<file path="config.mk">
export PLATFORM = sky130hd
export DESIGN_NAME = ex_stage
export DESIGN_NICKNAME = d
export VERILOG_FILES = /design/src/rtl/ex_stage.sv
export SDC_FILE = /design/constraint.sdc
export NUM_CORES = 1
export LEC_CHECK = 0
export CORE_MARGIN = 1
export CORE_UTILIZATION = 35
export CTS_CLUSTER_DIAMETER = 200
export DETAILED_ROUTE_END_ITERATION = 8
export PLACE_DENSITY = 0.67
export SLEW_MARGIN = 20
export SYNTH_ARGS = -nofsm -noshare
export SYNTH_HDL_FRONTEND = slang
export SYNTH_SLANG_ARGS = --single-unit
export TNS_END_PERCENT = 50
</file>
<file path="constraint.sdc">
create_clock -name clk -period 15.65 [get_ports clk]
set_input_delay 3.13 -clock clk [delete_from_list [all_inputs] [get_ports clk]]
set_output_delay 3.13 -clock clk [all_outputs]
set_load 0.01 [all_outputs]
</file>
<file path="src/rtl/ex_stage.sv">
// rtl/ex_stage.sv - MIPS execute stage: ALU control, ALU, branch adder, dest mux, EX/MEM register
module ex_stage #(
    parameter int DATA_W     = 32,
    parameter int REG_ADDR_W = 5
) (
    input  logic                  clk,
    input  logic                  reset,
    input  logic                  stall,
    input  logic                  flush,
    input  logic [8:0]            id_ex_control,
    input  logic [DATA_W-1:0]     id_ex_npc,
    input  logic [DATA_W-1:0]     id_ex_read_data1,
    input  logic [DATA_W-1:0]     id_ex_read_data2,
    input  logic [DATA_W-1:0]     id_ex_sign_ext,
    input  logic [REG_ADDR_W-1:0] id_ex_instr_2016,
    input  logic [REG_ADDR_W-1:0] id_ex_instr_1511,
    output logic [1:0]            ex_mem_wb_ctrl,
    output logic [2:0]            ex_mem_m_ctrl,
    output logic [DATA_W-1:0]     ex_mem_branch_target,
    output logic                  ex_mem_zero,
    output logic [DATA_W-1:0]     ex_mem_alu_result,
    output logic [DATA_W-1:0]     ex_mem_write_data,
    output logic [REG_ADDR_W-1:0] ex_mem_dest_reg
);

    typedef enum logic [2:0] {
        ALU_ADD,
        ALU_SUB,
        ALU_AND,
        ALU_OR,
        ALU_SLT,
        ALU_NOR,
        ALU_NONE
    } alu_sel_e;

    logic                  reg_dst;
    logic [1:0]            alu_op;
    logic                  alu_src;
    logic [DATA_W-1:0]     op_a;
    logic [DATA_W-1:0]     op_b;
    logic [REG_ADDR_W-1:0] dest;
    logic [DATA_W-1:0]     branch_target;
    alu_sel_e              alu_sel;
    logic [DATA_W-1:0]     alu_result;
    logic                  slt_bit;

    logic [1:0]            wb_ctrl_d,       wb_ctrl_q;
    logic [2:0]            m_ctrl_d,        m_ctrl_q;
    logic [DATA_W-1:0]     branch_target_d, branch_target_q;
    logic                  zero_d,          zero_q;
    logic [DATA_W-1:0]     alu_result_d,    alu_result_q;
    logic [DATA_W-1:0]     write_data_d,    write_data_q;
    logic [REG_ADDR_W-1:0] dest_reg_d,      dest_reg_q;

    assign reg_dst = id_ex_control[8];
    assign alu_op  = id_ex_control[7:6];
    assign alu_src = id_ex_control[5];

    assign op_a          = id_ex_read_data1;
    assign op_b          = alu_src ? id_ex_sign_ext : id_ex_read_data2;
    assign dest          = reg_dst ? id_ex_instr_1511 : id_ex_instr_2016;
    assign branch_target = id_ex_npc + {id_ex_sign_ext[DATA_W-3:0], 2'b00};
    assign slt_bit       = $signed(op_a) < $signed(op_b);

    always_comb begin
        alu_sel = ALU_NONE;
        case (alu_op)
            2'b00: alu_sel = ALU_ADD;
            2'b01: alu_sel = ALU_SUB;
            2'b11: alu_sel = ALU_OR;
            default: begin
                case (id_ex_sign_ext[5:0])
                    6'b100000: alu_sel = ALU_ADD;
                    6'b100010: alu_sel = ALU_SUB;
                    6'b100100: alu_sel = ALU_AND;
                    6'b100101: alu_sel = ALU_OR;
                    6'b101010: alu_sel = ALU_SLT;
                    6'b100111: alu_sel = ALU_NOR;
                    default:   alu_sel = ALU_NONE;
                endcase
            end
        endcase
    end

    always_comb begin
        alu_result = '0;
        case (alu_sel)
            ALU_ADD: alu_result = op_a + op_b;
            ALU_SUB: alu_result = op_a - op_b;
            ALU_AND: alu_result = op_a & op_b;
            ALU_OR:  alu_result = op_a | op_b;
            ALU_SLT: alu_result = {{(DATA_W-1){1'b0}}, slt_bit};
            ALU_NOR: alu_result = ~(op_a | op_b);
            default: alu_result = '0;
        endcase
    end

    // Priority: reset, then flush (bubble), then stall (hold), then load.
    always_comb begin
        wb_ctrl_d       = wb_ctrl_q;
        m_ctrl_d        = m_ctrl_q;
        branch_target_d = branch_target_q;
        zero_d          = zero_q;
        alu_result_d    = alu_result_q;
        write_data_d    = write_data_q;
        dest_reg_d      = dest_reg_q;
        if (flush) begin
            wb_ctrl_d       = '0;
            m_ctrl_d        = '0;
            branch_target_d = '0;
            zero_d          = 1'b0;
            alu_result_d    = '0;
            write_data_d    = '0;
            dest_reg_d      = '0;
        end else if (!stall) begin
            wb_ctrl_d       = id_ex_control[1:0];
            m_ctrl_d        = id_ex_control[4:2];
            branch_target_d = branch_target;
            zero_d          = (alu_result == '0);
            alu_result_d    = alu_result;
            write_data_d    = id_ex_read_data2;
            dest_reg_d      = dest;
        end
    end

    always_ff @(posedge clk) begin
        if (reset) begin
            wb_ctrl_q       <= '0;
            m_ctrl_q        <= '0;
            branch_target_q <= '0;
            zero_q          <= 1'b0;
            alu_result_q    <= '0;
            write_data_q    <= '0;
            dest_reg_q      <= '0;
        end else begin
            wb_ctrl_q       <= wb_ctrl_d;
            m_ctrl_q        <= m_ctrl_d;
            branch_target_q <= branch_target_d;
            zero_q          <= zero_d;
            alu_result_q    <= alu_result_d;
            write_data_q    <= write_data_d;
            dest_reg_q      <= dest_reg_d;
        end
    end

    assign ex_mem_wb_ctrl       = wb_ctrl_q;
    assign ex_mem_m_ctrl        = m_ctrl_q;
    assign ex_mem_branch_target = branch_target_q;
    assign ex_mem_zero          = zero_q;
    assign ex_mem_alu_result    = alu_result_q;
    assign ex_mem_write_data    = write_data_q;
    assign ex_mem_dest_reg      = dest_reg_q;

endmodule
</file>
==> summary.md <==
| Metric | Value |
|---|---|
| Total gr overflow | 0 |
| Max Fclk | 126 MHz |
| Clock Latency Late Sink | 0.37 ns |
| Synth unique cells | 89 |
| Net Count, Synth | 1,806 |
| Tightest Hold Check Type | register to register |
| Startpoint Class | primary input |
| Critical path capture point | ex_mem_zero |
| Max-cap violation count | 0 |
| Die ar. | 0.0332 mm² |
| Register bit count reported by yosys | 107 |
| P_leak | 6.19 nW |
| Synth async-reset ratio | 0% |
| Simple-gate share of the synthesized area | 20.4% |
| Clock root buffer | clkbuf_16 |
| Clk pin slew, worst setup/hold paths | 0.08 ns |
| CTS H-tree lvls | 3 |
| Sequential fraction of the synthesis area | 18.8% |
| Total negative slack | 0 ns |
| Most frequent cells after synthesis | nor2_1 (196), a21oi_1 (142), ha_1 (130), nand2_1 (112) |
| # diodes | 0 |
| Most numerous cell in the Yosys netlist | nor2_1 |
| Core Rows | 65 |
| Worst slew margin | 18.6% |
| Buffers on Ports | 257 |
| IR drop worst, VDD | 0.0573 mV |
| Synth Instances | 1,522 |
| CP Data Required Time | 15.94 ns |
| Synth area leader | dfxtp_1 |
| WP data arrival | 8.25 ns |
| Clock skew | 0 ns |
| Critical path origin | id_ex_control[5] |
| Largest family of logic cells by synthesized area | compound AO/OA/AOI/OAI gates |
| Final Power | 0.000993 W |
| Compound-Gate Fraction of Synth Area | 27.2% |
| CTS tree | built |
| Number of post-CTS setup repair buffers | 0 |
| DP Wirelength | 33,800 µm |
| Pre-antenna DRT Iters | 6 |
| First-pass GRT wire length | 68,100 µm |
| Post-Place Cell Area | 0.0142 mm² |
| Worst slew pin tran | 1.22 ns |
| Post-CTS sizing | 0 |
| Clock Path Buffers | 2 |
| Final period util | 50.8% |
| Via/cell ratio | 5.78 |
| Io pins | 258 |
| Worst reg2reg setup slack | 14.78 ns |
| Initial DRC count | 1,093 |
| Core box area | 0.0318 mm² |
| TritonCTS Buffers | 9 |
| Post-Route WL | 44,400 µm |
| Synthesized-area fraction occupied by adder cells | 14.8% |
| Synth top area cells | dfxtp_1 (19%), ha_1 (14%), mux2i_1 (8.8%), nor2_1 (6.5%), a21oi_1 (6.2%) |
| Layout cells sized above 1 | 3.45% |
| Power per cell area | 68.7 mW/mm² |
| Largest fanout on the critical path | 32 |
| GR Util All Layers | 26.4% |
| Reg2reg path depth | 2 |
| Nets | 1,990 |
| Critical path class | primary input to register |
| Layout overhead on the synthesized area | 27.1% |
| Mux contribution to synthesized area | 8.80% |
| Die X | 182 µm |
| RSZ-0062 raised after global routing | no |
| Antenna violations before repair | 0 |
| Synth Area in XOR/XNOR | 2.69% |
| Mapped Area | 0.0114 mm² |
| Crit. End Element | register |
| Hold-fix buffers, CTS | 0 |
| Vias | 12.4k |
| Tmin final | 7.96 ns |
| Routability cong. | 0.968 |
| Final number of max-transition violations | 0 |
| Hold Fails Final Rpt | 0 |
| Syn. warnings | 0 |
| Synth top area share | 18.8% |
| Clk sinks | 107 |
| Largest net degree at the start of global routing | 95 |
| Starting Density | 35.8% |
| FF-to-FF End | ex_mem_branch_target[31] |
| DR WL/cell | 20.7 µm |
| Mean area per synthesized cell | 7.48 µm² |
| Vias in the first global route | 11.9k |
| Post-route cell area | 0.0145 mm² |
| Post-synth EDFFs | 0 |
| Chip height | 182 µm |
| Reg2reg start | ex_mem_branch_target[31] |
| Outcome | complete, no violations |
| DRC viols | 0 |
| Final setup viols | 0 |
| Antenna Nets Post-Route | 0 |
| Main synth FF type | dfxtp_1 |
cell type report:
| type | count | area, µm² |
|---|---|---|
| fillers | 3217 | 17300 |
| multi-input cells | 1213 | 8430 |
| repair buffers | 268 | 2650 |
| flip-flops and latches | 107 | 2140 |
| well taps | 435 | 544 |
| inverters | 107 | 402 |
| clock buffers | 12 | 256 |
| clock inverters | 4 | 32.5 |
power breakdown:
group / total (W) / switching [W] / internal [W] / leakage (nW)
clock network: 0.000238 / 0.000119 / 0.000119 / 0.141
registers: 0.000290 / 0.00000635 / 0.000284 / 0.872
logic: 0.000465 / 0.000272 / 0.000193 / 5.18
total: 0.000993 / 0.000398 / 0.000596 / 6.19
logic make-up after synthesis:
logic type | after synthesis
compound gates | 451
mux | 100
simple gates | 494
fa+ha+maj | 133
flops | 107
xor+xnor | 35
buf+inv | 202
cells in the final DEF (no fill, tap or decap), types with 22 or more instances in the layout:
master and instances:
nand3_1 32, inv_1 107, nor3_1 28, mux2i_1 100
a21oi_1 142, xnor2_1 23, clkdlybuf4s50_1 255, a21o_1 26
nand2_1 112, nor2_1 196, o21ai_0 59, ha_1 130
dfxtp_1 107, nand2b_1 22
routing by layer:
layer	global-route usage, %	wire length, µm	up-vias
li1	-	-	5867
met1	33.0	18600	5831
met2	43.7	20300	610
met3	4.59	3270	99
met4	13.1	2190	0
met5	0	0	-
how the worst min path moves through the flow:
stage / slack [ns] / start / cells past startpoint / end
after floorplan: 0.49 / ex_mem_branch_target[6] / 2 / ex_mem_branch_target[6]
after global placement: 0.45 / ex_mem_branch_target[21] / 2 / ex_mem_branch_target[21]
after detailed placement: 0.45 / ex_mem_branch_target[12] / 2 / ex_mem_branch_target[12]
after CTS: 0.47 / ex_mem_branch_target[12] / 2 / ex_mem_branch_target[12]
after global routing: 0.50 / ex_mem_branch_target[19] / 2 / ex_mem_branch_target[19]
final: 0.46 / ex_mem_branch_target[12] / 2 / ex_mem_branch_target[12]
worst max-delay path, stage by stage:
cell	delay [ns]
buf_2	0.07
buf_4	0.51
mux2i_1	0.50
inv_1	0.14
fa_1	0.46
o21bai_1	0.23
nor4b_2	0.37
or3b_1	0.21
o21ai_2	0.13
o21ai_2	0.26
a31oi_4	0.14
a2111oi_0	0.81
o41ai_1	0.24
nand2b_1	0.21
nor4_1	0.37
nand4_1	0.17
o31ai_2	0.23
through the flow:
stage | hold WS [ns] | utilization, % | worst slack (ns) | instances
final | 0.463 | 45.5 | 7.69 | 2146
after global routing | 0.497 | 45.5 | 7.29 | 2146
after CTS | 0.465 | 45.5 | 7.76 | 2146
after detailed placement | 0.455 | 44.6 | 7.39 | 2130
after global placement | 0.453 | 44.6 | 7.62 | 2130
after floorplan | 0.486 | - | 8.23 | 1522
No activity file was read; power rests on OpenSTA's default activity.
